===== config.mk =====
export PLATFORM = sky130hd
export DESIGN_NAME = id_ex_alu_feed
export DESIGN_NICKNAME = d
export VERILOG_FILES = /design/src/rtl/id_ex_alu_feed_pkg.sv /design/src/rtl/id_ex_alu_feed_alu_control_decode.sv /design/src/rtl/id_ex_alu_feed.sv
export SDC_FILE = /design/constraint.sdc
export NUM_CORES = 1
export LEC_CHECK = 0
export BUFFER_PORTS_ARGS = -buffer_cell sky130_fd_sc_hd__buf_2
export CAP_MARGIN = 5
export CELL_PAD_IN_SITES_DETAIL_PLACEMENT = 1
export CELL_PAD_IN_SITES_GLOBAL_PLACEMENT = 2
export CORE_ASPECT_RATIO = 1.4
export CORE_UTILIZATION = 25
export CTS_CLUSTER_SIZE = 10
export DETAILED_ROUTE_END_ITERATION = 10
export PLACE_DENSITY_LB_ADDON = 0.12
export RECOVER_POWER = 100
export SLEW_MARGIN = 25
export SYNTH_ARGS = -nofsm -noshare
export SYNTH_HDL_FRONTEND = slang
export SYNTH_SLANG_ARGS = --single-unit
export TNS_END_PERCENT = 5

===== constraint.sdc =====
create_clock -name clock -period 3.6 [get_ports clock]
set_clock_uncertainty 0.2 [all_clocks]
set_input_delay 0 -clock clock [delete_from_list [all_inputs] [get_ports clock]]
set_output_delay 0 -clock clock [all_outputs]
set_load 0.01 [all_outputs]

===== src/rtl/id_ex_alu_feed_pkg.sv =====
// Shared encodings for the ID/EX stage and the ALU control decoder:
// ALUControl codes, main-control ALUOp classes and R-type funct values.
package id_ex_alu_feed_pkg;

    // ALU function codes understood by ALUCentral
    typedef enum logic [3:0] {
        ALU_AND = 4'b0000,
        ALU_OR  = 4'b0001,
        ALU_ADD = 4'b0010,
        ALU_SUB = 4'b0110,
        ALU_SLT = 4'b0111,
        ALU_NOR = 4'b1100
    } alu_ctl_e;

    // ALU class produced by main control
    typedef enum logic [1:0] {
        ALUOP_ADD   = 2'b00,
        ALUOP_SUB   = 2'b01,
        ALUOP_RTYPE = 2'b10,
        ALUOP_OR    = 2'b11
    } alu_op_e;

    // Supported R-type funct fields
    localparam logic [5:0] FUNCT_ADD = 6'b100000;
    localparam logic [5:0] FUNCT_SUB = 6'b100010;
    localparam logic [5:0] FUNCT_AND = 6'b100100;
    localparam logic [5:0] FUNCT_OR  = 6'b100101;
    localparam logic [5:0] FUNCT_SLT = 6'b101010;
    localparam logic [5:0] FUNCT_NOR = 6'b100111;

    // Control code driven while the stage holds a bubble or is in reset
    localparam logic [3:0] ALU_CTL_IDLE = 4'b0010;

endpackage


===== src/rtl/id_ex_alu_feed_alu_control_decode.sv =====
// Combinational ALUOp + funct -> ALUControl decoder. Shared with the
// single-cycle datapath; unknown R-type functs fall back to add and raise
// the illegal flag.
module alu_control_decode
    import id_ex_alu_feed_pkg::*;
(
    input  logic [1:0] ALUOp,
    input  logic [5:0] funct,
    output logic [3:0] ALUControl,
    output logic       illegal_funct
);

    // Map ALU class (and funct for R-type) to the ALU function code
    always_comb begin
        ALUControl    = ALU_ADD;
        illegal_funct = 1'b0;
        case (alu_op_e'(ALUOp))
            ALUOP_ADD: ALUControl = ALU_ADD;
            ALUOP_SUB: ALUControl = ALU_SUB;
            ALUOP_OR:  ALUControl = ALU_OR;
            ALUOP_RTYPE: begin
                case (funct)
                    FUNCT_ADD: ALUControl = ALU_ADD;
                    FUNCT_SUB: ALUControl = ALU_SUB;
                    FUNCT_AND: ALUControl = ALU_AND;
                    FUNCT_OR:  ALUControl = ALU_OR;
                    FUNCT_SLT: ALUControl = ALU_SLT;
                    FUNCT_NOR: ALUControl = ALU_NOR;
                    default: begin
                        ALUControl    = ALU_ADD;
                        illegal_funct = 1'b1;
                    end
                endcase
            end
            default: ALUControl = ALU_ADD;
        endcase
    end

endmodule


===== src/rtl/id_ex_alu_feed.sv =====
// ID/EX pipeline register feeding ALUCentral. Captures decoded operands and
// control, decodes ALUControl, applies EX/MEM and MEM/WB forwarding to the
// ALU operands and reports load-use hazards to the hazard unit.
module id_ex_alu_feed
    import id_ex_alu_feed_pkg::*;
#(
    parameter int DATA_W = 32,
    parameter int REG_AW = 5
) (
    input  logic              clock,
    input  logic              reset,
    input  logic              id_valid,
    input  logic [DATA_W-1:0] id_rs_data,
    input  logic [DATA_W-1:0] id_rt_data,
    input  logic [DATA_W-1:0] id_imm,
    input  logic [REG_AW-1:0] id_rs,
    input  logic [REG_AW-1:0] id_rt,
    input  logic [REG_AW-1:0] id_rd,
    input  logic [5:0]        id_funct,
    input  logic [1:0]        id_ALUOp,
    input  logic              id_ALUSrc,
    input  logic              id_RegDst,
    input  logic              id_RegWrite,
    input  logic              id_MemRead,
    input  logic              id_MemWrite,
    input  logic              stall,
    input  logic              flush,
    input  logic              exmem_RegWrite,
    input  logic [REG_AW-1:0] exmem_rd,
    input  logic [DATA_W-1:0] exmem_result,
    input  logic              memwb_RegWrite,
    input  logic [REG_AW-1:0] memwb_rd,
    input  logic [DATA_W-1:0] memwb_result,
    output logic [DATA_W-1:0] dado_1,
    output logic [DATA_W-1:0] dado_2,
    output logic [3:0]        ALUControl,
    output logic              ex_valid,
    output logic              ex_RegWrite,
    output logic              ex_MemRead,
    output logic              ex_MemWrite,
    output logic [REG_AW-1:0] ex_dest,
    output logic [DATA_W-1:0] ex_store_data,
    output logic              load_use_hazard,
    output logic              illegal_funct
);

    logic [3:0]        dec_ctl;
    logic              dec_illegal;
    logic              alusrc_q;
    logic [REG_AW-1:0] rs_q;
    logic [REG_AW-1:0] rt_q;
    logic [DATA_W-1:0] rs_data_q;
    logic [DATA_W-1:0] rt_data_q;
    logic [DATA_W-1:0] imm_q;
    logic [DATA_W-1:0] fwd_a;
    logic [DATA_W-1:0] fwd_b;
    logic              take_bubble;

    alu_control_decode u_alu_control_decode (
        .ALUOp         (id_ALUOp),
        .funct         (id_funct),
        .ALUControl    (dec_ctl),
        .illegal_funct (dec_illegal)
    );

    // A producing stage matches a source only if it writes a non-zero register
    function automatic logic fwd_hit(input logic we, input logic [REG_AW-1:0] rd,
                                     input logic [REG_AW-1:0] src);
        return we && (rd != '0) && (rd == src);
    endfunction

    // flush wins over stall; an invalid ID slot is captured as a bubble too
    assign take_bubble = flush || (!stall && !id_valid);

    // Stage register: reset/bubble clear, stall holds, otherwise capture ID
    always_ff @(posedge clock or posedge reset) begin
        if (reset) begin
            ex_valid      <= 1'b0;
            ex_RegWrite   <= 1'b0;
            ex_MemRead    <= 1'b0;
            ex_MemWrite   <= 1'b0;
            alusrc_q      <= 1'b0;
            illegal_funct <= 1'b0;
            ALUControl    <= ALU_CTL_IDLE;
            ex_dest       <= '0;
            rs_q          <= '0;
            rt_q          <= '0;
            rs_data_q     <= '0;
            rt_data_q     <= '0;
            imm_q         <= '0;
        end else if (take_bubble) begin
            ex_valid      <= 1'b0;
            ex_RegWrite   <= 1'b0;
            ex_MemRead    <= 1'b0;
            ex_MemWrite   <= 1'b0;
            alusrc_q      <= 1'b0;
            illegal_funct <= 1'b0;
            ALUControl    <= ALU_CTL_IDLE;
            ex_dest       <= '0;
            rs_q          <= '0;
            rt_q          <= '0;
            rs_data_q     <= '0;
            rt_data_q     <= '0;
            imm_q         <= '0;
        end else if (!stall) begin
            ex_valid      <= 1'b1;
            ex_RegWrite   <= id_RegWrite;
            ex_MemRead    <= id_MemRead;
            ex_MemWrite   <= id_MemWrite;
            alusrc_q      <= id_ALUSrc;
            illegal_funct <= dec_illegal;
            ALUControl    <= dec_ctl;
            ex_dest       <= id_RegDst ? id_rd : id_rt;
            rs_q          <= id_rs;
            rt_q          <= id_rt;
            rs_data_q     <= id_rs_data;
            rt_data_q     <= id_rt_data;
            imm_q         <= id_imm;
        end
    end

    // Forwarding muxes: EX/MEM has priority over MEM/WB, else register value
    always_comb begin
        fwd_a = rs_data_q;
        if (fwd_hit(exmem_RegWrite, exmem_rd, rs_q))
            fwd_a = exmem_result;
        else if (fwd_hit(memwb_RegWrite, memwb_rd, rs_q))
            fwd_a = memwb_result;

        fwd_b = rt_data_q;
        if (fwd_hit(exmem_RegWrite, exmem_rd, rt_q))
            fwd_b = exmem_result;
        else if (fwd_hit(memwb_RegWrite, memwb_rd, rt_q))
            fwd_b = memwb_result;
    end

    assign dado_1        = fwd_a;
    assign ex_store_data = fwd_b;
    assign dado_2        = alusrc_q ? imm_q : fwd_b;

    // Load in EX whose destination feeds the instruction now in ID; rt only
    // counts when ID actually reads it (register operand, not immediate)
    always_comb begin
        load_use_hazard = ex_valid && ex_MemRead && (ex_dest != '0) && id_valid &&
                          ((ex_dest == id_rs) || ((ex_dest == id_rt) && !id_ALUSrc));
    end

endmodule


==> impl_metrics.yaml <==
cells_and_area:
  drive_gt1_frac: 0.2351
  fin_area_mm2: 0.01141
  nets: 1434
  syn_to_final_growth_pct: 49.22
  post-route-util: 0.3801
grt:
  met2_usage: 0.4607
  grt_usage: 0.2615
  grt_use_met1: 0.3059
  grt_pass1_wl_um: 61020
  grt_max_degree: 99
  busiest_layer: "met2"
  antenna_found_initial: 7
  grt_pass1_vias: 10026
  grt.met3_usage: 0.04279
  grt_remaining_overflow: 0
floorplan:
  die_y_um: 209.0
  die_w_um: 149.8
  ioPinCount: 316
  start_util: 0.2547
  coreArea_mm2: 0.03003
  num_rows: 75
  die_area_mm2: 0.03131
clock_network:
  cts.repair.resized: 0
  root_buffer: "clkbuf_16"
  post_cts_buffers: 0
  clock-sinks: 121
  htreeDepth: 4
  numCtsBuffers: 17
  cts.path.max_buffers: 2
  path_clk_slew_ps: 60
  clk_latency_ps: 420
  cts_tree: "done"
synthesis:
  synth-edff-count: 0
  yosysUniqueCellTypes: 47
  synth_area_leader_cell: "dfrtp_1"
  ys_ff_latch: 121
  synthTopCellsByCount: "dfrtp_1, a22o_1, a31oi_1"
  syn_area_mm2: 0.007649
  yosysMostFrequentCell: "dfrtp_1"
  synth_top_area_share: 0.3926
  syn-instance-count: 831
  ys_top_cells_by_area: "dfrtp_1, a22o_1, a31oi_1"
  yosys_warnings: 0
  syn-num-nets: 1036
  synth_ff_type: "dfrtp_1"
  avgSynthCellArea_um2: 9.204
  async_reset_ff_frac: 1.000
  ys_seq_area_frac: 0.3960
pwr:
  leakagePower_nw: 5.100
  peakVddDrop_mv: 0.2158
  power_density_mw_per_mm2: 365.6
setup_path:
  path_class: "reg -> out"
  crit_cells: 6
  worstPathArrival_ps: 3090
  required_ps: 3400
  path_max_fanout: 15
  slowest_delay_ps: 1010
  start_kind: "register"
  path_cells: "xor2_1 > or2_0 > buf_4 > o31ai_1 > a31oi_1 > clkbuf_1"
  end_kind: "primary output"
  path_buf_inv: 2
  crit_family: "simple AND/OR/NAND/NOR gates"
  reg2reg_depth: 2
  crit_path_top_delay_cell: "or2_0"
detailed_routing:
  wl_um: 40370
  firstDrtPassIters: 5
  ant_nets: 0
  vias: 9039
  routedWlPerCell_um: 24.74
  drc: 0
  dr.first_iter.drc_count: 349
  via_per_inst: 5.539
sta:
  slew_viol_final: 172
  timing.fmax_mhz: 304.1
  min_period_over_period: 0.9133
  final.setup.tns_ps: 0
  rsz0062_at_grt: "no"
  max_slew_margin: -0.5319
  layout_setup_ws_ps: 312.0
  hold_viol: 0
  finalSetupViolations: 0
  fin_crit_ps: 3288
  worstMarginPinSlew_ps: 2298
job:
  cap_violations: 2
worst_hold_path:
  whs_path_depth: 3
  hp-class: "in -> reg"
outcome:
  outcome: "finished with violations"
  failed_checks: "capacitance limit, slew limit"
placement:
  dp_hpwl_um: 28430
  post-place-ws_ps: 748.1
  place_area_mm2: 0.009555
  numPortBuffers: 315
  gp_congestion: 0.8501
metrics by stage:
stage	std cells	power [mW]	hold slack [ps]
global route	1630	4.352	130.7
detailed placement	1454	2.330	21.10
global placement	1454	2.326	18.27
floorplan	831	1.896	-136.9
CTS	1627	4.241	106.3
finish	1632	4.173	123.8
cell type report:
class                   count  area (um^2)
clock inverters            12        150.1
clock buffers              20        446.7
diodes                      5        12.51
fillers                  3585        18620
well taps                 385        481.7
repair buffers            487         3089
multi-input cells         599         4188
inverters                   3        15.01
flip-flops and latches    121         3030
placed cells by master (no fill, tap or decap), types with 2 or more instances in the layout:
cell           netlist  routed
and3_2               0       2
clkbuf_1            78     107
a21oi_1              4       4
a22o_1             110     110
or3_1                2       2
buf_4                1      24
o21ai_0             29      29
o21ai_1             13      12
nor2_1              34      32
xor2_1               6       6
nor4_1              64      64
clkbuf_2             0       2
clkinvlp_4           0       4
dfrtp_1            120     119
nor2b_1             35      34
buf_2               19     213
nand2b_1             2       2
xnor2_1             24      24
dlygate4sd3_1        0     141
mux2i_1              5       5
clkbuf_16            0      17
clkinv_2             0       4
nand3_1             36      33
diode_2              0       5
a41o_1              32      32
o21ai_4              0       2
nand2_1             13      13
inv_1                3       2
bufinv_16            0       3
nand4_1             34      34
or4_1                2       2
nand3_2              1       4
a31oi_1             96      96
nand3b_1             2       2
o31ai_1             34      34
clkinv_4             0       2
state kept, by name, summed over array words and instances (netlist names), 4 cells and up:
signal      count
rs_data_q      32
rs_q            5
rt_q            5
ALUControl      4
ex_dest         5
rt_data_q      32
imm_q          32
power breakdown:
| part | leakage (nW) | switching (mW) | total (mW) | internal, mW |
|---|---|---|---|---|
| logic | 3.17 | 0.575 | 0.951 | 0.376 |
| clock network | 0.286 | 0.667 | 1.77 | 1.10 |
| registers | 1.65 | 0.0409 | 1.45 | 1.41 |
| total | 5.10 | 1.28 | 4.17 | 2.89 |
timing repair:
action                                  in CTS  in global routing
endpoints found under the hold margin      216                  0
endpoints found under the setup margin       0                  0
hold buffers                               141                  0
logic make-up (layout without fill, tap and decap cells):
| logic type | Yosys count | in the layout | synth area share |
|---|---|---|---|
| compound gates | 328 | 328 | 0.3232 |
| simple gates | 235 | 235 | 0.1734 |
| flops | 121 | 121 | 0.3960 |
| buf+inv | 111 | 522 | 0.06494 |
| xor+xnor | 30 | 30 | 0.03435 |
| mux | 6 | 6 | 0.008016 |
| other cells | 0 | 5 | 0 |
layer usage:
layer / vias to the layer above / share of wire
met4: 6 / 0.039
met1: 4456 / 0.40
met3: 94 / 0.047
met2: 351 / 0.51
met5: - / 0.0010
li1: 4132 / -
final timing paths:
kind | from | slack [ps] | endpoint
worst max-delay path | rt_q[2] | 310 | ex_store_data[8]
worst min-delay path | id_MemRead | 120 | ex_MemRead
worst max register to register | alusrc_q | 1970 | alusrc_q
worst min register to register | rs_data_q[13] | 300 | rs_data_q[13]
max in group asynchronous | reset | 950 | rt_data_q[23]
min in group asynchronous | reset | 630 | ex_dest[4]
worst min-delay path: stages:
cell	delay, ps
dlygate4sd3_1	510
buf_2	90
a22o_1	110
(Power assumes the default switching activity.)
